===== config.mk =====
export PLATFORM = sky130hd
export DESIGN_NAME = conv_result_packer_flat
export DESIGN_NICKNAME = d
export VERILOG_FILES = /design/src/rtl/conv_result_packer_if.sv /design/src/rtl/conv_result_packer.sv /design/src/flat_wrapper.sv
export SDC_FILE = /design/constraint.sdc
export NUM_CORES = 2
export LEC_CHECK = 0
export ABC_AREA = 1
export CAP_MARGIN = 20
export CORE_ASPECT_RATIO = 1.1
export CORE_UTILIZATION = 46
export CTS_CLUSTER_SIZE = 30
export DETAILED_ROUTE_END_ITERATION = 16
export GPL_TIMING_DRIVEN = 0
export PLACE_DENSITY = 0.72
export SKIP_LAST_GASP = 1
export SLEW_MARGIN = 30
export SYNTH_ARGS = -nofsm -noshare
export SYNTH_HDL_FRONTEND = slang
export SYNTH_SLANG_ARGS = --single-unit

===== constraint.sdc =====
create_clock -name clk -period 41.7 [get_ports clk]
set_input_delay 8.34 -clock clk [delete_from_list [all_inputs] [get_ports clk]]
set_output_delay 8.34 -clock clk [all_outputs]
set_load 0.005 [all_outputs]

===== src/rtl/conv_result_packer_if.sv =====
// Conv-result / DDR-word bundle for the packer: beat stream in, packed words out, flush and count.
// The packer takes the slave view; the producer/consumer side takes the master view.
interface conv_result_packer_if #(
    parameter int IN_WIDTH  = 144,
    parameter int OUT_WIDTH = 256,
    parameter int CNT_WIDTH = 16
);
    logic [IN_WIDTH-1:0]  Conv_data_in;
    logic                 Conv_data_valid_in;
    logic                 Conv_ready_out;
    logic                 flush_in;
    logic [OUT_WIDTH-1:0] DDR_data_out;
    logic                 DDR_valid_out;
    logic                 DDR_ready_in;
    logic                 flush_done;
    logic [CNT_WIDTH-1:0] word_cnt;

    modport slave (
        input  Conv_data_in, Conv_data_valid_in, flush_in, DDR_ready_in,
        output Conv_ready_out, DDR_data_out, DDR_valid_out, flush_done, word_cnt
    );

    modport master (
        output Conv_data_in, Conv_data_valid_in, flush_in, DDR_ready_in,
        input  Conv_ready_out, DDR_data_out, DDR_valid_out, flush_done, word_cnt
    );
endinterface


===== src/rtl/conv_result_packer.sv =====
// Repacks 144-bit conv beats bit-contiguously into 256-bit DDR words; first word valid 3 cycles after the first beat.
// Backpressure: output word held while DDR_ready_in is low; beats refused once 256+ bits are buffered or during flush.
module conv_result_packer #(
    parameter int IN_WIDTH  = 144,
    parameter int OUT_WIDTH = 256,
    parameter int CNT_WIDTH = 16
) (
    input  logic                    clk,
    input  logic                    rst,
    conv_result_packer_if.slave     io_bus
);
    localparam int BUF_W  = IN_WIDTH + OUT_WIDTH;
    localparam int FILL_W = $clog2(BUF_W + 1);
    localparam logic [FILL_W-1:0] OUT_W_F = FILL_W'(OUT_WIDTH);
    localparam logic [FILL_W-1:0] IN_W_F  = FILL_W'(IN_WIDTH);

    typedef enum logic {S_RUN = 1'b0, S_FLUSH = 1'b1} state_t;

    state_t                r_state, w_state_nxt;
    logic [BUF_W-1:0]      r_buf, w_buf_nxt, w_buf_shifted;
    logic [FILL_W-1:0]     r_fill, w_fill_nxt, w_fill_shifted;
    logic [OUT_WIDTH-1:0]  r_ddr_dat, w_ddr_dat_nxt, w_mask;
    logic                  r_ddr_vld, w_ddr_vld_nxt;
    logic                  r_flush_done, w_flush_done_nxt;
    logic [CNT_WIDTH-1:0]  r_word_cnt, w_word_cnt_nxt;
    logic                  w_out_free, w_load, w_ready, w_accept, w_ddr_hs, w_done;

    // Handshake and load decisions; ready looks through a same-cycle load.
    always_comb begin
        w_out_free = !r_ddr_vld || io_bus.DDR_ready_in;
        w_load     = w_out_free && ((r_state == S_RUN) ? (r_fill >= OUT_W_F) : (r_fill != '0));
        w_ready    = (r_state == S_RUN) && ((r_fill < OUT_W_F) || w_load);
        w_accept   = io_bus.Conv_data_valid_in && w_ready;
        w_ddr_hs   = r_ddr_vld && io_bus.DDR_ready_in;
        w_done     = (r_state == S_FLUSH) && (r_fill == '0) && w_out_free;
    end

    always_comb begin
        w_mask         = (r_fill >= OUT_W_F) ? {OUT_WIDTH{1'b1}} : ~({OUT_WIDTH{1'b1}} << r_fill);
        w_buf_shifted  = r_buf;
        w_fill_shifted = r_fill;
        if (w_load) begin
            w_buf_shifted  = r_buf >> OUT_WIDTH;
            w_fill_shifted = (r_fill >= OUT_W_F) ? (r_fill - OUT_W_F) : '0;
        end
        // New beat lands just above whatever survives the shift.
        w_buf_nxt  = w_buf_shifted;
        w_fill_nxt = w_fill_shifted;
        if (w_accept) begin
            w_buf_nxt  = w_buf_shifted | (BUF_W'(io_bus.Conv_data_in) << w_fill_shifted);
            w_fill_nxt = w_fill_shifted + IN_W_F;
        end
    end

    always_comb begin
        w_ddr_dat_nxt = r_ddr_dat;
        w_ddr_vld_nxt = r_ddr_vld;
        if (w_load) begin
            w_ddr_dat_nxt = r_buf[OUT_WIDTH-1:0] & w_mask;
            w_ddr_vld_nxt = 1'b1;
        end else if (io_bus.DDR_ready_in) begin
            w_ddr_vld_nxt = 1'b0;
        end
    end

    always_comb begin
        w_state_nxt      = r_state;
        w_flush_done_nxt = 1'b0;
        w_word_cnt_nxt   = r_word_cnt;
        case (r_state)
            S_RUN: begin
                if (io_bus.flush_in) begin
                    w_state_nxt = S_FLUSH;
                end
            end
            S_FLUSH: begin
                if (w_done) begin
                    w_state_nxt      = S_RUN;
                    w_flush_done_nxt = 1'b1;
                end
            end
            default: w_state_nxt = S_RUN;
        endcase
        if (w_done) begin
            w_word_cnt_nxt = '0;
        end else if (w_ddr_hs) begin
            w_word_cnt_nxt = r_word_cnt + 1'b1;
        end
    end

    always_ff @(posedge clk or posedge rst) begin
        if (rst) begin
            r_state      <= S_RUN;
            r_buf        <= '0;
            r_fill       <= '0;
            r_ddr_dat    <= '0;
            r_ddr_vld    <= 1'b0;
            r_flush_done <= 1'b0;
            r_word_cnt   <= '0;
        end else begin
            r_state      <= w_state_nxt;
            r_buf        <= w_buf_nxt;
            r_fill       <= w_fill_nxt;
            r_ddr_dat    <= w_ddr_dat_nxt;
            r_ddr_vld    <= w_ddr_vld_nxt;
            r_flush_done <= w_flush_done_nxt;
            r_word_cnt   <= w_word_cnt_nxt;
        end
    end

    assign io_bus.Conv_ready_out = w_ready;
    assign io_bus.DDR_data_out   = r_ddr_dat;
    assign io_bus.DDR_valid_out  = r_ddr_vld;
    assign io_bus.flush_done     = r_flush_done;
    assign io_bus.word_cnt       = r_word_cnt;

endmodule


===== src/flat_wrapper.sv =====
// flat-port wrapper written by rule: the top's interface ports become plain ports
module conv_result_packer_flat 
#(
    parameter int IN_WIDTH  = 144,
    parameter int OUT_WIDTH = 256,
    parameter int CNT_WIDTH = 16
)
  (clk, rst, io_bus_Conv_data_in, io_bus_Conv_data_valid_in, io_bus_flush_in, io_bus_DDR_ready_in, io_bus_Conv_ready_out, io_bus_DDR_data_out, io_bus_DDR_valid_out, io_bus_flush_done, io_bus_word_cnt);
  conv_result_packer_if #(.IN_WIDTH(IN_WIDTH), .OUT_WIDTH(OUT_WIDTH), .CNT_WIDTH(CNT_WIDTH)) io_bus_i ();
  input  logic clk;
  input  logic rst;
  input wire logic [$bits(io_bus_i.Conv_data_in)-1:0] io_bus_Conv_data_in;
  input wire logic [$bits(io_bus_i.Conv_data_valid_in)-1:0] io_bus_Conv_data_valid_in;
  input wire logic [$bits(io_bus_i.flush_in)-1:0] io_bus_flush_in;
  input wire logic [$bits(io_bus_i.DDR_ready_in)-1:0] io_bus_DDR_ready_in;
  output wire logic [$bits(io_bus_i.Conv_ready_out)-1:0] io_bus_Conv_ready_out;
  output wire logic [$bits(io_bus_i.DDR_data_out)-1:0] io_bus_DDR_data_out;
  output wire logic [$bits(io_bus_i.DDR_valid_out)-1:0] io_bus_DDR_valid_out;
  output wire logic [$bits(io_bus_i.flush_done)-1:0] io_bus_flush_done;
  output wire logic [$bits(io_bus_i.word_cnt)-1:0] io_bus_word_cnt;
  assign io_bus_i.Conv_data_in = io_bus_Conv_data_in;
  assign io_bus_i.Conv_data_valid_in = io_bus_Conv_data_valid_in;
  assign io_bus_i.flush_in = io_bus_flush_in;
  assign io_bus_i.DDR_ready_in = io_bus_DDR_ready_in;
  assign io_bus_Conv_ready_out = io_bus_i.Conv_ready_out;
  assign io_bus_DDR_data_out = io_bus_i.DDR_data_out;
  assign io_bus_DDR_valid_out = io_bus_i.DDR_valid_out;
  assign io_bus_flush_done = io_bus_i.flush_done;
  assign io_bus_word_cnt = io_bus_i.word_cnt;
  conv_result_packer #(.IN_WIDTH(IN_WIDTH), .OUT_WIDTH(OUT_WIDTH), .CNT_WIDTH(CNT_WIDTH)) u_core (.clk(clk), .rst(rst), .io_bus(io_bus_i));
endmodule

==> impl_metrics.csv, run 1 <==
group,metric,value,unit
yosys,syn_inst,6669,
yosys,async_reset_ff_share,100.0,%
die,die_height,329.2,microns
yosys,synth_edf_count,0,
global_route,overflow,2199,
global_route,grt_pass1_vias,68060,
cts,cts_setup_buffers,0,
die,io_pins,424,
cts,cts-buffers-inserted,69,
place,routabilityCongestion,1.510,
cts,post_cts_resized,0,
yosys,synth_fp_nets,6820,
yosys,synth-main-ff-cell,"dfrtp_1",
place,portBuffers,423,
cts,ctsHoldBuffers,0,
cts,clk_path_buf_depth,3,
cts,cts.sinks,684,
status,outcome,"aborted with a tool error",
die,fp.dieW,299.4,microns
place,place_hpwl,283700,microns
yosys,netlist_area,44770,sq um
die,initial_core_util,46.62,%
global_route,grt_pass1_wl,594900,microns
cts,clock-root-buffer,"clkbuf_16",
yosys,syn-mean-instance-area,6.713,sq um
yosys,synth_cell_types,44,
status,failing_step,"global routing (5_1_grt)",
yosys,synth_seq_area_share,38.23,%
place,placed_area,50840,sq um
global_route,grtUsageTotal,81.87,%
status,error_line,"[ERROR GRT-0116] Global routing finished with congestion. Check the congestion regions in the DRC Viewer.",
yosys,synth-seq-cells,684,
cts,htree_levels,3,
global_route,grt_max_degree,95,
die,rows,119,
yosys,yosys_warnings,0,
==> cell usage after synthesis, types with 4 or more instances <==
cell	instances	area, sq um
nand2_2	6	37.54
o31ai_1	55	412.9
nand4_1	67	419.2
and2_1	5	31.28
clkbuf_1	226	848.3
buf_6	5	56.30
o21ai_1	51	255.2
a22o_1	5	43.79
a32o_1	19	190.2
a21oi_1	47	235.2
o21ai_0	470	2352
buf_4	23	172.7
inv_1	125	469.2
nor2_1	146	548.0
nand3_1	2223	11130
o211ai_1	85	638.1
clkinv_1	4	15.01
buf_2	184	920.9
dfrtp_1	684	17120
nand2_1	2038	7650
nor3_1	22	110.1
buf_1	86	322.8
mux2i_1	47	470.5
inv_2	15	56.30
==> layer usage <==
layer,track usage (%),overflow
met1,83.10,13
met2,99.15,1391
met3,65.55,62
met4,81.31,719
met5,24.62,14
==> logic make-up after synthesis <==
group / after synthesis / share of synthesized area, %
and+or+nand+nor: 4521 / 44.77
AOI/OAI and AO/OA: 743 / 9.424
DFF: 684 / 38.23
buffers and inverters: 669 / 6.406
muxes: 47 / 1.051
xor gates and xnor gates: 3 / 0.05870
adders and majority gates: 2 / 0.05589
==> metrics by stage <==
stage	instances	hold WS [ps]	setup slack (ps)
CTS	8492	480.9	22940
detailed placement	8371	463.1	22960
global placement	8362	453.0	6771
floorplan	6669	436.5	14180
==> run 2, diff against run 1 <==
--- a/config.mk
+++ b/config.mk
@@ -7,12 +7,10 @@
 export LEC_CHECK = 0
 export ABC_AREA = 1
 export CAP_MARGIN = 20
-export CORE_ASPECT_RATIO = 1.1
-export CORE_UTILIZATION = 46
-export CTS_CLUSTER_SIZE = 30
+export CORE_UTILIZATION = 31
 export DETAILED_ROUTE_END_ITERATION = 16
 export GPL_TIMING_DRIVEN = 0
-export PLACE_DENSITY = 0.72
+export PLACE_DENSITY_LB_ADDON = 0.15
 export SKIP_LAST_GASP = 1
 export SLEW_MARGIN = 30
 export SYNTH_ARGS = -nofsm -noshare
==> impl_metrics.csv, run 2 <==
group,metric,value,unit
yosys,netlist_area,44770,sq um
global_route,grt_pass1_vias,57410,
critical_path,worstPathRequired,33360,ps
yosys,yosysTopAreaCellShare,38.23,%
cts,post_cts_resized,0,
finish,area_delta_synth_final,21.53,%
yosys,synth-main-ff-cell,"dfrtp_1",
routing,routed_wl,435000,microns
timing,setup_slack,22390,ps
timing,max_clock_freq,0.05177,GHz
timing,hold_viol,0,
routing,vias_per_cell,6.849,
yosys,async_reset_ff_share,100.0,%
yosys,synth_edf_count,0,
status,outcome,"completed",
finish,fill_cells,15620,
yosys,synth_top_area_cell,"dfrtp_1",
finish,final_nets,7329,
critical_path,end_kind,"output port",
die,die_height,382.0,microns
timing,fin_crit_sh,46.32,%
cts,htree_levels,3,
timing,tightest_slew,1289,ps
die,io_pins,424,
timing,period_minus_slack,19310,ps
yosys,synth-seq-cells,684,
job,maxCapViolations,0,
cts,clock-root-buffer,"clkbuf_16",
cts,worstSkewPairLatency,730,ps
cts,clkTransAtPathRegs,60,ps
timing,slew_violations,0,
place,place_inst,9007,
timing,setup_viol,0,
finish,final_cell_mix,"nand3_1, nand2_1, dfrtp_1",
power,cellPowerDensity,79.89,nW/um^2
timing,slew_headroom,13.15,%
power,ir_drop,0.00005060,V
cts,cts-buffers-inserted,72,
global_route,antenna_found_initial,37,
routing,vias,62840,
finish,final_common_cell,"nand3_1",
place,routabilityCongestion,1.254,
finish,stdcell_count,9176,
critical_path,r2r_cells,15,
yosys,synth_seq_area_share,38.23,%
yosys,syn_inst,6669,
cts,ctsHoldBuffers,0,
cts,cts_tree,"yes",
routing,wl_per_cell,47.41,microns
timing,rsz0062_at_grt,"false",
yosys,ys_top_cells_by_count,"nand3_1, nand2_1, dfrtp_1",
power,static-leakage-power,25.30,nW
critical_path,cp_slowest_stage_delay,750,ps
routing,drtIter0Drc,11350,
finish,largest_reg_flops,400,
critical_path,arrival,10970,ps
critical_path,crit_type,"in -> out",
yosys,yosys_warnings,0,
finish,top_register,"u_core.r_buf",
die,core-area,143500,sq um
global_route,grt_pass1_wl,564000,microns
place,portBuffers,423,
routing,dr.pass1.iters,9,
yosys,synth.most_common_cell,"nand3_1",
die,fp.dieW,382.0,microns
min_path,hp-class,"reg -> reg",
finish,drive_gt1_share,6.233,%
cts,cts.sinks,684,
critical_path,path_cells,"clkdlybuf4s50_1 -> or2_2 -> nand2_1 -> inv_2 -> nor2_1 -> nor2_2 -> clkdlybuf4s50_1",
routing,drc,0,
critical_path,cp-start-kind,"input port",
cts,cts_setup_buffers,0,
global_route,grt_max_degree,95,
place,place_hpwl,359800,microns
timing,hold_ws,484.9,ps
routing,ant_nets,0,
yosys,syn-mean-instance-area,6.713,sq um
global_route,overflow,0,
critical_path,path_common_cell,"clkdlybuf4s50_1",
timing,clock_skew,35.96,ps
die,rows,139,
timing,setup_tns,0,ps
yosys,synth_fp_nets,6820,
die,dieArea,145900,sq um
global_route,grtUsageTotal,58.26,%
finish,final_util,37.92,%
place,dp_slack,22820,ps
yosys,synth_area_leaders,"dfrtp_1, nand3_1, nand2_1",
die,initial_core_util,31.20,%
yosys,synth_cell_types,44,
critical_path,cp_max_fo,5,
cts,clk_path_buf_depth,3,
min_path,hold_depth,2,
critical_path,crit_slowest_cell,"nor2_1",
critical_path,reg2reg_slack,35120,ps
[run 2: cell counts after synthesis]
No cell type changed its count.
[run 2: area by class of cell]
| class | count | area [sq um] | area share [%] |
|---|---|---|---|
| Clock inverter | 37 | 499.2 | 0.9176 |
| Multi-Input combinational cell | 5316 | 24810 | 45.61 |
| Buffer | 524 | 2400 | 4.411 |
| Inverter | 145 | 554.3 | 1.019 |
| Antenna cell | 37 | 92.59 | 0.1702 |
| Clock buffer | 95 | 2038 | 3.746 |
| Sequential cell | 684 | 17120 | 31.46 |
| Timing Repair Buffer | 435 | 4512 | 8.293 |
| Tap cell | 1903 | 2381 | 4.376 |
[run 2: metrics by stage]
stage	power, mW	instance area [sq um]
CTS	4.081	54280
global route	4.275	54350
detailed placement	3.380	51750
finish	4.346	54410
floorplan	1.915	44770
global placement	3.365	51380
[run 2: power breakdown]
part,internal [mW],switching [mW]
combinational,0.501,2.13
sequential,0.843,0.159
clock,0.395,0.317
[run 2: logic make-up after synthesis]
kind of cell               after synthesis  share of synthesized area [%]
AOI/OAI and AO/OA                      743                          9.424
xor gates and xnor gates                 3                        0.05870
adders and majority gates                2                        0.05589
buffers and inverters                  669                          6.406
DFF                                    684                          38.23
muxes                                   47                          1.051
and+or+nand+nor                       4521                          44.77
[run 2: worst max-delay path, delay by kind of cell]
kind                   cells  cell delay, ps
and+or+nand+nor            4            1530
buffers and inverters      3            1070
[run 2: worst paths after layout]
check / from / endpoint
worst max-delay path: io_bus_DDR_ready_in / io_bus_Conv_ready_out
worst min-delay path: u_core.io_bus.DDR_data_out[245]$_DFFE_PP0P_ / u_core.io_bus.DDR_data_out[245]$_DFFE_PP0P_
worst max register to register: u_core.r_fill[0]$_DFF_PP0_ / u_core.r_buf[211]$_DFF_PP0_
worst min register to register: u_core.io_bus.DDR_data_out[245]$_DFFE_PP0P_ / u_core.io_bus.DDR_data_out[245]$_DFFE_PP0P_
max in group asynchronous: rst / u_core.io_bus.DDR_data_out[74]$_DFFE_PP0P_
min in group asynchronous: rst / u_core.io_bus.DDR_data_out[19]$_DFFE_PP0P_
[run 2: routing by layer]
layer / track usage (%) / vias up / share of wire [%]
li1: - / 24060 / -
met1: 61.41 / 30210 / 33
met2: 82.45 / 6236 / 40
met3: 25.67 / 2329 / 13
met4: 63.65 / 18 / 14
met5: 2.414 / - / 0.10
No activity file was read; power rests on OpenSTA's default activity.
